--- src/rtl/avalon_regfile_pkg.sv ---
// avalon_regfile_pkg
//   Shared types and helpers for the Avalon-MM register file slave:
//   - state_e : burst controller states (IDLE, RBURST, WBURST)
//   - clog2   : ceiling log2 for deriving index/offset widths
//   - DEF_*   : default geometry (32-bit data, 8 registers) and the
//               byte-lane count / index width derived from it
package avalon_regfile_pkg;

    typedef enum logic [1:0] {
        IDLE,
        RBURST,
        WBURST
    } state_e;

    // Ceiling log2; returns 0 for inputs of 0 or 1.
    function automatic int unsigned clog2(input int unsigned value);
        int unsigned result;
        result = 0;
        while ((32'd1 << result) < value) begin
            result++;
        end
        return result;
    endfunction

    localparam int unsigned DEF_DATA_W   = 32;
    localparam int unsigned DEF_NUM_REGS = 8;
    localparam int unsigned DEF_LANES    = DEF_DATA_W / 8;
    localparam int unsigned DEF_IDX_W    = clog2(DEF_NUM_REGS);

endpackage

--- src/rtl/avs_read_pipe.sv ---
// avs_read_pipe
//   LATENCY-deep delay line carrying a read-beat valid flag and its data.
//   Synchronous clear empties every stage, discarding in-flight beats.
// Ports:
//   clk_i   - clock (rising edge)
//   clr_i   - synchronous clear, active high
//   valid_i - beat issued this cycle
//   data_i  - beat data (expected to be 0 when valid_i is 0)
//   valid_o - beat valid, LATENCY cycles after issue
//   data_o  - beat data, LATENCY cycles after issue
module avs_read_pipe #(
    parameter int unsigned LATENCY = 1,
    parameter int unsigned DATA_W  = 32
) (
    input  logic              clk_i,
    input  logic              clr_i,
    input  logic              valid_i,
    input  logic [DATA_W-1:0] data_i,
    output logic              valid_o,
    output logic [DATA_W-1:0] data_o
);

    logic [LATENCY-1:0]             valid_q;
    logic [LATENCY-1:0][DATA_W-1:0] data_q;

    always_ff @(posedge clk_i) begin
        if (clr_i) begin
            valid_q <= '0;
            data_q  <= '0;
        end else begin
            valid_q[0] <= valid_i;
            data_q[0]  <= data_i;
            for (int unsigned i = 1; i < LATENCY; i++) begin
                valid_q[i] <= valid_q[i-1];
                data_q[i]  <= data_q[i-1];
            end
        end
    end

    assign valid_o = valid_q[LATENCY-1];
    assign data_o  = data_q[LATENCY-1];

endmodule

--- src/rtl/avalon_regfile_slave.sv ---
// avalon_regfile_slave
//   Avalon-MM slave exposing NUM_REGS registers of DATA_W bits with per-byte
//   write enables, fixed-latency pipelined reads and optional bursts.
//   Build option: define AVS_REGFILE_BURST_EN to enable RBURST/WBURST
//   handling; otherwise every command is single-beat and WAITREQUEST is 0.
// Ports:
//   CLK, RESET            - clock, synchronous active-high reset
//   ADDRESS               - byte address; index taken above the byte offset,
//                           higher bits alias
//   BYTE_ENABLE           - per-byte write enable
//   READ, WRITE           - command strobes (WRITE wins when both set)
//   WRITEDATA             - write data
//   BURSTCOUNT            - beats per burst, sampled on the first beat
//   BEGINBURSTTRANSFER    - first-beat marker, unused for decode
//   READDATA/READDATAVALID- read return, READDATA is 0 when not valid
//   WAITREQUEST           - registered command stall
//   REGS_OUT              - flat register contents, reg i at [i*DATA_W +: DATA_W]
module avalon_regfile_slave
    import avalon_regfile_pkg::*;
#(
    parameter int unsigned DATA_W       = DEF_DATA_W,
    parameter int unsigned NUM_REGS     = DEF_NUM_REGS,
    parameter int unsigned READ_LATENCY = 1,
    parameter int unsigned BURST_W      = 3
) (
    input  logic                         CLK,
    input  logic                         RESET,
    input  logic [31:0]                  ADDRESS,
    input  logic [DATA_W/8-1:0]          BYTE_ENABLE,
    input  logic                         READ,
    input  logic                         WRITE,
    input  logic [DATA_W-1:0]            WRITEDATA,
    input  logic [BURST_W-1:0]           BURSTCOUNT,
    input  logic                         BEGINBURSTTRANSFER,
    output logic [DATA_W-1:0]            READDATA,
    output logic                         READDATAVALID,
    output logic                         WAITREQUEST,
    output logic [NUM_REGS*DATA_W-1:0]   REGS_OUT
);

    localparam int unsigned LANES = DATA_W / 8;
    localparam int unsigned IDX_W = clog2(NUM_REGS);
    localparam int unsigned OFF_W = clog2(LANES);

    logic [DATA_W-1:0] regs_q [NUM_REGS];
    logic [IDX_W-1:0]  addr_idx;
    logic [IDX_W-1:0]  wr_idx;
    logic [IDX_W-1:0]  rd_idx;
    logic              wr_en;
    logic              rd_issue;
    logic [DATA_W-1:0] rd_data;
    logic              unused_ok;

    assign addr_idx  = ADDRESS[OFF_W +: IDX_W];
    // Only the index field of ADDRESS is decoded; the rest is deliberately dropped.
    assign unused_ok = ^{ADDRESS, BURSTCOUNT, BEGINBURSTTRANSFER};

`ifdef AVS_REGFILE_BURST_EN
    state_e            state_q, state_d;
    logic [IDX_W-1:0]  idx_q, idx_d;
    logic [BURST_W-1:0] left_q, left_d;
    logic              wait_q, wait_d;

    always_comb begin
        state_d  = state_q;
        idx_d    = idx_q;
        left_d   = left_q;
        wr_en    = 1'b0;
        wr_idx   = addr_idx;
        rd_issue = 1'b0;
        rd_idx   = addr_idx;
        case (state_q)
            IDLE: begin
                // In IDLE the registered stall is always low, so any strobe is accepted.
                if (WRITE) begin
                    wr_en = 1'b1;
                    if (BURSTCOUNT > BURST_W'(1)) begin
                        state_d = WBURST;
                        idx_d   = addr_idx + IDX_W'(1);
                        left_d  = BURSTCOUNT - BURST_W'(1);
                    end
                end else if (READ) begin
                    rd_issue = 1'b1;
                    if (BURSTCOUNT > BURST_W'(1)) begin
                        state_d = RBURST;
                        idx_d   = addr_idx + IDX_W'(1);
                        left_d  = BURSTCOUNT - BURST_W'(1);
                    end
                end
            end
            RBURST: begin
                rd_issue = 1'b1;
                rd_idx   = idx_q;
                idx_d    = idx_q + IDX_W'(1);
                left_d   = left_q - BURST_W'(1);
                if (left_q == BURST_W'(1)) begin
                    state_d = IDLE;
                end
            end
            WBURST: begin
                if (WRITE) begin
                    wr_en  = 1'b1;
                    wr_idx = idx_q;
                    idx_d  = idx_q + IDX_W'(1);
                    left_d = left_q - BURST_W'(1);
                    if (left_q == BURST_W'(1)) begin
                        state_d = IDLE;
                    end
                end
            end
            default: state_d = IDLE;
        endcase
        // Stall is registered from the next state, never from the live strobes.
        wait_d = (state_d == RBURST);
    end

    always_ff @(posedge CLK) begin
        if (RESET) begin
            state_q <= IDLE;
            idx_q   <= '0;
            left_q  <= '0;
            wait_q  <= 1'b0;
        end else begin
            state_q <= state_d;
            idx_q   <= idx_d;
            left_q  <= left_d;
            wait_q  <= wait_d;
        end
    end

    assign WAITREQUEST = wait_q;
`else
    always_comb begin
        wr_en    = WRITE;
        rd_issue = READ & ~WRITE;
        wr_idx   = addr_idx;
        rd_idx   = addr_idx;
    end

    assign WAITREQUEST = 1'b0;
`endif

    always_ff @(posedge CLK) begin
        if (RESET) begin
            for (int unsigned i = 0; i < NUM_REGS; i++) begin
                regs_q[i] <= '0;
            end
        end else if (wr_en) begin
            for (int unsigned b = 0; b < LANES; b++) begin
                if (BYTE_ENABLE[b]) begin
                    regs_q[wr_idx][b*8 +: 8] <= WRITEDATA[b*8 +: 8];
                end
            end
        end
    end

    always_comb begin
        REGS_OUT = '0;
        for (int unsigned i = 0; i < NUM_REGS; i++) begin
            REGS_OUT[i*DATA_W +: DATA_W] = regs_q[i];
        end
    end

    // Masking at issue keeps READDATA at 0 whenever no beat is valid.
    assign rd_data = rd_issue ? regs_q[rd_idx] : '0;

    avs_read_pipe #(
        .LATENCY (READ_LATENCY),
        .DATA_W  (DATA_W)
    ) u_read_pipe (
        .clk_i   (CLK),
        .clr_i   (RESET),
        .valid_i (rd_issue),
        .data_i  (rd_data),
        .valid_o (READDATAVALID),
        .data_o  (READDATA)
    );

endmodule

--- config.mk ---
export PLATFORM = sky130hd
export DESIGN_NAME = avalon_regfile_slave
export DESIGN_NICKNAME = d
export VERILOG_FILES = /design/src/rtl/avalon_regfile_pkg.sv /design/src/rtl/avs_read_pipe.sv /design/src/rtl/avalon_regfile_slave.sv
export SDC_FILE = /design/constraint.sdc
export NUM_CORES = 1
export LEC_CHECK = 0
export ABC_AREA = 1
export BUFFER_PORTS_ARGS = -buffer_cell sky130_fd_sc_hd__buf_2
export CAP_MARGIN = 10
export CORE_MARGIN = 5
export CORE_UTILIZATION = 25
export CTS_CLUSTER_DIAMETER = 100
export DETAILED_ROUTE_END_ITERATION = 8
export GPL_ROUTABILITY_DRIVEN = 0
export PLACE_DENSITY = 0.48
export SLEW_MARGIN = 40
export SYNTH_ARGS = -nofsm -noshare
export SYNTH_HDL_FRONTEND = slang
export SYNTH_SLANG_ARGS = --single-unit
--- constraint.sdc ---
create_clock -name CLK -period 1.7 [get_ports CLK]
set_input_delay 0.34 -clock CLK [delete_from_list [all_inputs] [get_ports CLK]]
set_output_delay 0.34 -clock CLK [all_outputs]
set_load 0.01 [all_outputs]
# After elaboration in Yosys (flattened, before gate mapping)
# Memory sizes are Yosys's and may differ from the RTL's. A register that Yosys moved wholly into a read port is not among the register bits.
# Index checks and enable logic that the tools add are counted.
# Widths: inputs -> output; s select.
dict set report op_classes {
  bitwise 3
  n_div 0
  eq_ne 0
  mux 21
  n_addsub 0
  n_lt_le_gt_ge 0
  multipliers 0
  reduce_logical 2
  shift 0
}
# cell count
set op_table {}
lappend op_table {{$mux 32} 1}
lappend op_table {{$reduce_or 32->1} 1}
lappend op_table {{$mux 1} 18}
lappend op_table {{$mux 4} 1}
lappend op_table {{$mux 3} 1}
lappend op_table {{$not 1->1} 2}
lappend op_table {{$reduce_or 2->1} 1}
lappend op_table {{$and 1x1->1} 1}
dict set report totals {
  input_bits 76
  word_cells 28
  register_bits 1
  ramBits 256
  out_inout_bits 290
  rom_bits 0
  mem_count 1
  latchBits 0
}
# name depth word_bits read_ports rd_clocked_by_memory_dff write_ports line_no
set mem_list {}
lappend mem_list {regs_q 8 32 9 1 8 avalon_regfile_slave.sv:45} ;# logic [DATA_W-1:0] regs_q [NUM_REGS];

# Logic depth before layout (Yosys ltp)
dict set report depth {
  depth_word 6
  mapped_depth 10
  ltp_nobuf 7
}

# Hierarchy
# Synthesis repeated with hierarchy kept, for this count alone.
dict set report hier_totals {
  cells_unflattened 1467
  area_unflattened_um2 13003.7
}
# mod area_per_inst_um2 instances seq_area_each_um2 cells_per_inst
set modules_own_cells {}
lappend modules_own_cells {avalon_regfile_slave 12045.3 1 7687.4 1364}
lappend modules_own_cells {avs_read_pipe 958.4 1 660.6 103}

# Worst setup path after synthesis
# No wires, ideal clock.
dict set report synth_timing {
  path_type {input -> register}
  startpoint {input port ADDRESS[2]}
  endpoint {memory regs_q[2][24], enable pin}
  cell_stages 7
  path_buffers 2
  t_required_ns 1.371
  path_slack_ns 0.017
  arrival_time_ns 1.354
  setup_ns 0.329
  path_cell_list {buf_2 -> inv_2 -> buf_4 -> nand3_1 -> inv_1 -> nand2_1 -> nand2_1}
}
# item line_no
set synth_lines {}
lappend synth_lines {{start: declaration} avalon_regfile_slave.sv:28} ;# input logic [31:0] ADDRESS,
lappend synth_lines {{end: declaration} avalon_regfile_slave.sv:45}

==> out/metrics.yaml <==
power_and_ir_drop:
  pwr_density_cell_mw_per_mm2: 1040
  ir_drop_uv: 528
  total_power_uw: 18400
  p_leak_uw: 0.00825
global_routing:
  grt_pass1_wl_um: 71000
  gr-total-overflow: 0
  grt_usage: 0.166
  grt_max_degree: 52
  grt_pass1_vias: 11200
  antenna_found_initial: 1
clock_tree:
  cts_root_buffer: "clkbuf_16"
  cts.clk_slew.worst_paths_ns: 0.06
  cts.sinks: 289
  cts_post_setup_buffers_inserted: 0
  postCtsHoldBufs: 0
  cts_tree: "yes"
  cts_made_buffers: 36
  insertion_delay_ns: 0.54
  postCtsResizedCells: 0
  htreeDepth: 2
  clock_path_buffers: 3
worst_setup_path:
  critical-path-top-delay-family: "flip-flops"
  rrSetupSlack_ns: 0.61
  r2r_start: "regs_q[7][24]"
  rr_endpoint: "u_read_pipe.data_o[24]"
  critPathLaunchType: "flop"
  crit_slowest_cell: "edfxtp_1"
  required_ns: 1.36
  r2r_cells: 6
  crit_arrival_ns: 1.20
  max_stage_delay_ns: 0.47
  endpoint_kind: "output port"
  cp_num_buf_inv: 1
  path_class: "reg -> out"
  crit_chain: "buf_2"
  cp_max_fo: 2
flow_run:
  maxCapViolations: 0
route:
  vias: 11000
  postRouteAntennaNets: 0
  first_pass_iters: 5
  wl_per_cell_um: 18.9
  drtIter0Drc: 656
  drt_wl_total_um: 47900
  drc: 0
  vias_per_cell: 4.35
placement:
  post-place-ws_ns: -0.00711
  portBuffers: 331
  dpl_cell_area_mm2: 0.0165
  place_hpwl_um: 36500
synth:
  ys_warn_count: 0
  syn-cell-area_mm2: 0.0128
  syn_inst: 1397
  syn_nets: 1473
  ys_ff_latch: 289
  syn_area_per_cell_um2: 9.17
  synthDistinctLibCells: 19
  ys_seq_area_frac: 0.652
timing:
  final_hold_viol_count: 0
  final_max_slew_viol_count: 0
  finClkSkew_ns: 0.0168
  fin_crit_ns: 1.54
  setup_ws_ns: 0.157
  fin_tns_setup_ns: 0
  rsz0062_at_grt: "no"
  final-setup-viol-count: 0
  max_freq_mhz: 648
  finalCritPeriodShare: 0.908
floorplanning:
  die_x_um: 236
  die_y_um: 236
  core-area_mm2: 0.0510
  initial_utilization: 0.251
  ios: 366
  rows: 83
  dieArea_mm2: 0.0558
finish:
  drive_gt1_frac: 0.294
  antenna_cells: 0
  area_growth_pct: 38.2
  finalNetCount: 1902
  final_cell_mix: "nand2_1, buf_2, nor2_1"
  fin_util: 0.347
  nFillCells: 5250
  design_area_mm2: 0.0177
  layout_commonest_cell: "nand2_1"
worst_hold_path:
  holdPathEnd: "regs_q[3][21]"
  hold_path_depth: 3
  min_path_type: "in -> reg"
  hp-start: "WRITEDATA[21]"
outcome:
  outcome: "finished clean"
==> per-stage QoR <==
stage | cells | hold WS, ns
2_1_floorplan | 1397 | 0.558
3_3_place_gp | 2468 | 0.712
3_5_place_dp | 2468 | 0.726
4_1_cts | 2534 | 0.213
5_1_grt | 2534 | 0.243
6_report | 2534 | 0.244
==> worst max-delay path by stage <==
stage / from / end / slack [ns] / depth (start not counted)
after floorplan: ADDRESS[2] / regs_q[2][24] / 0.02 / 7
after global placement: ADDRESS[3] / regs_q[5][21] / -0.01 / 8
after detailed placement: ADDRESS[3] / regs_q[3][13] / -0.007 / 7
after CTS: regs_q[6][30] / REGS_OUT[222] / 0.13 / 1
after global routing: regs_q[6][30] / REGS_OUT[222] / 0.11 / 1
final: regs_q[6][30] / REGS_OUT[222] / 0.16 / 1
==> routing by layer <==
metal | wire length, µm | vias to the layer above | GRT usage
met5 | 0 | - | 0
met4 | 1400 | 0 | 0.0523
met3 | 2850 | 75 | 0.0329
met2 | 22500 | 384 | 0.273
met1 | 21100 | 5264 | 0.222
li1 | - | 5308 | -
==> cell usage after synthesis <==
cell type	number	area [µm²]
inv_2	3	11.3
buf_1	3	11.3
buf_2	27	135
conb_1	1	3.75
nor2_1	262	983
inv_1	39	146
buf_6	2	22.5
nor2_4	1	11.3
a21oi_1	32	160
nand2_2	28	175
nand4_1	3	18.8
nand2_1	666	2500
nand3_1	4	20.0
nor3_4	5	81.3
dfxtp_1	33	661
edfxtp_1	256	7690
nor2_2	5	31.3
buf_4	12	90.1
clkbuf_1	15	56.3
==> logic make-up after synthesis <==
group / synth area share
simple gates: 0.298
flops: 0.652
buf+inv: 0.0369
compound gates: 0.0125
other cells: 0.000293
==> layout make-up <==
cell class	count	area, µm²	area share
inverters	42	160	0.00905
repair buffers	450	3130	0.177
well taps	680	851	0.0481
flip-flops and latches	289	8350	0.472
multi-input cells	1007	3990	0.225
clock inverters	15	188	0.0106
clock buffers	51	1030	0.0582
==> registers in the layout, indices dropped and copies added (netlist names) <==
signal,cells
u_read_pipe.valid_o,1
u_read_pipe.data_o,32
regs_q,256
==> power by group <==
group / switching (µW) / total (µW) / internal (µW)
clock: 3050 / 7900 / 4850
sequential: 280 / 8400 / 8120
combinational: 1320 / 2120 / 798
total: 4650 / 18400 / 13800
Note: power is estimated with default switching activity, not from simulation.
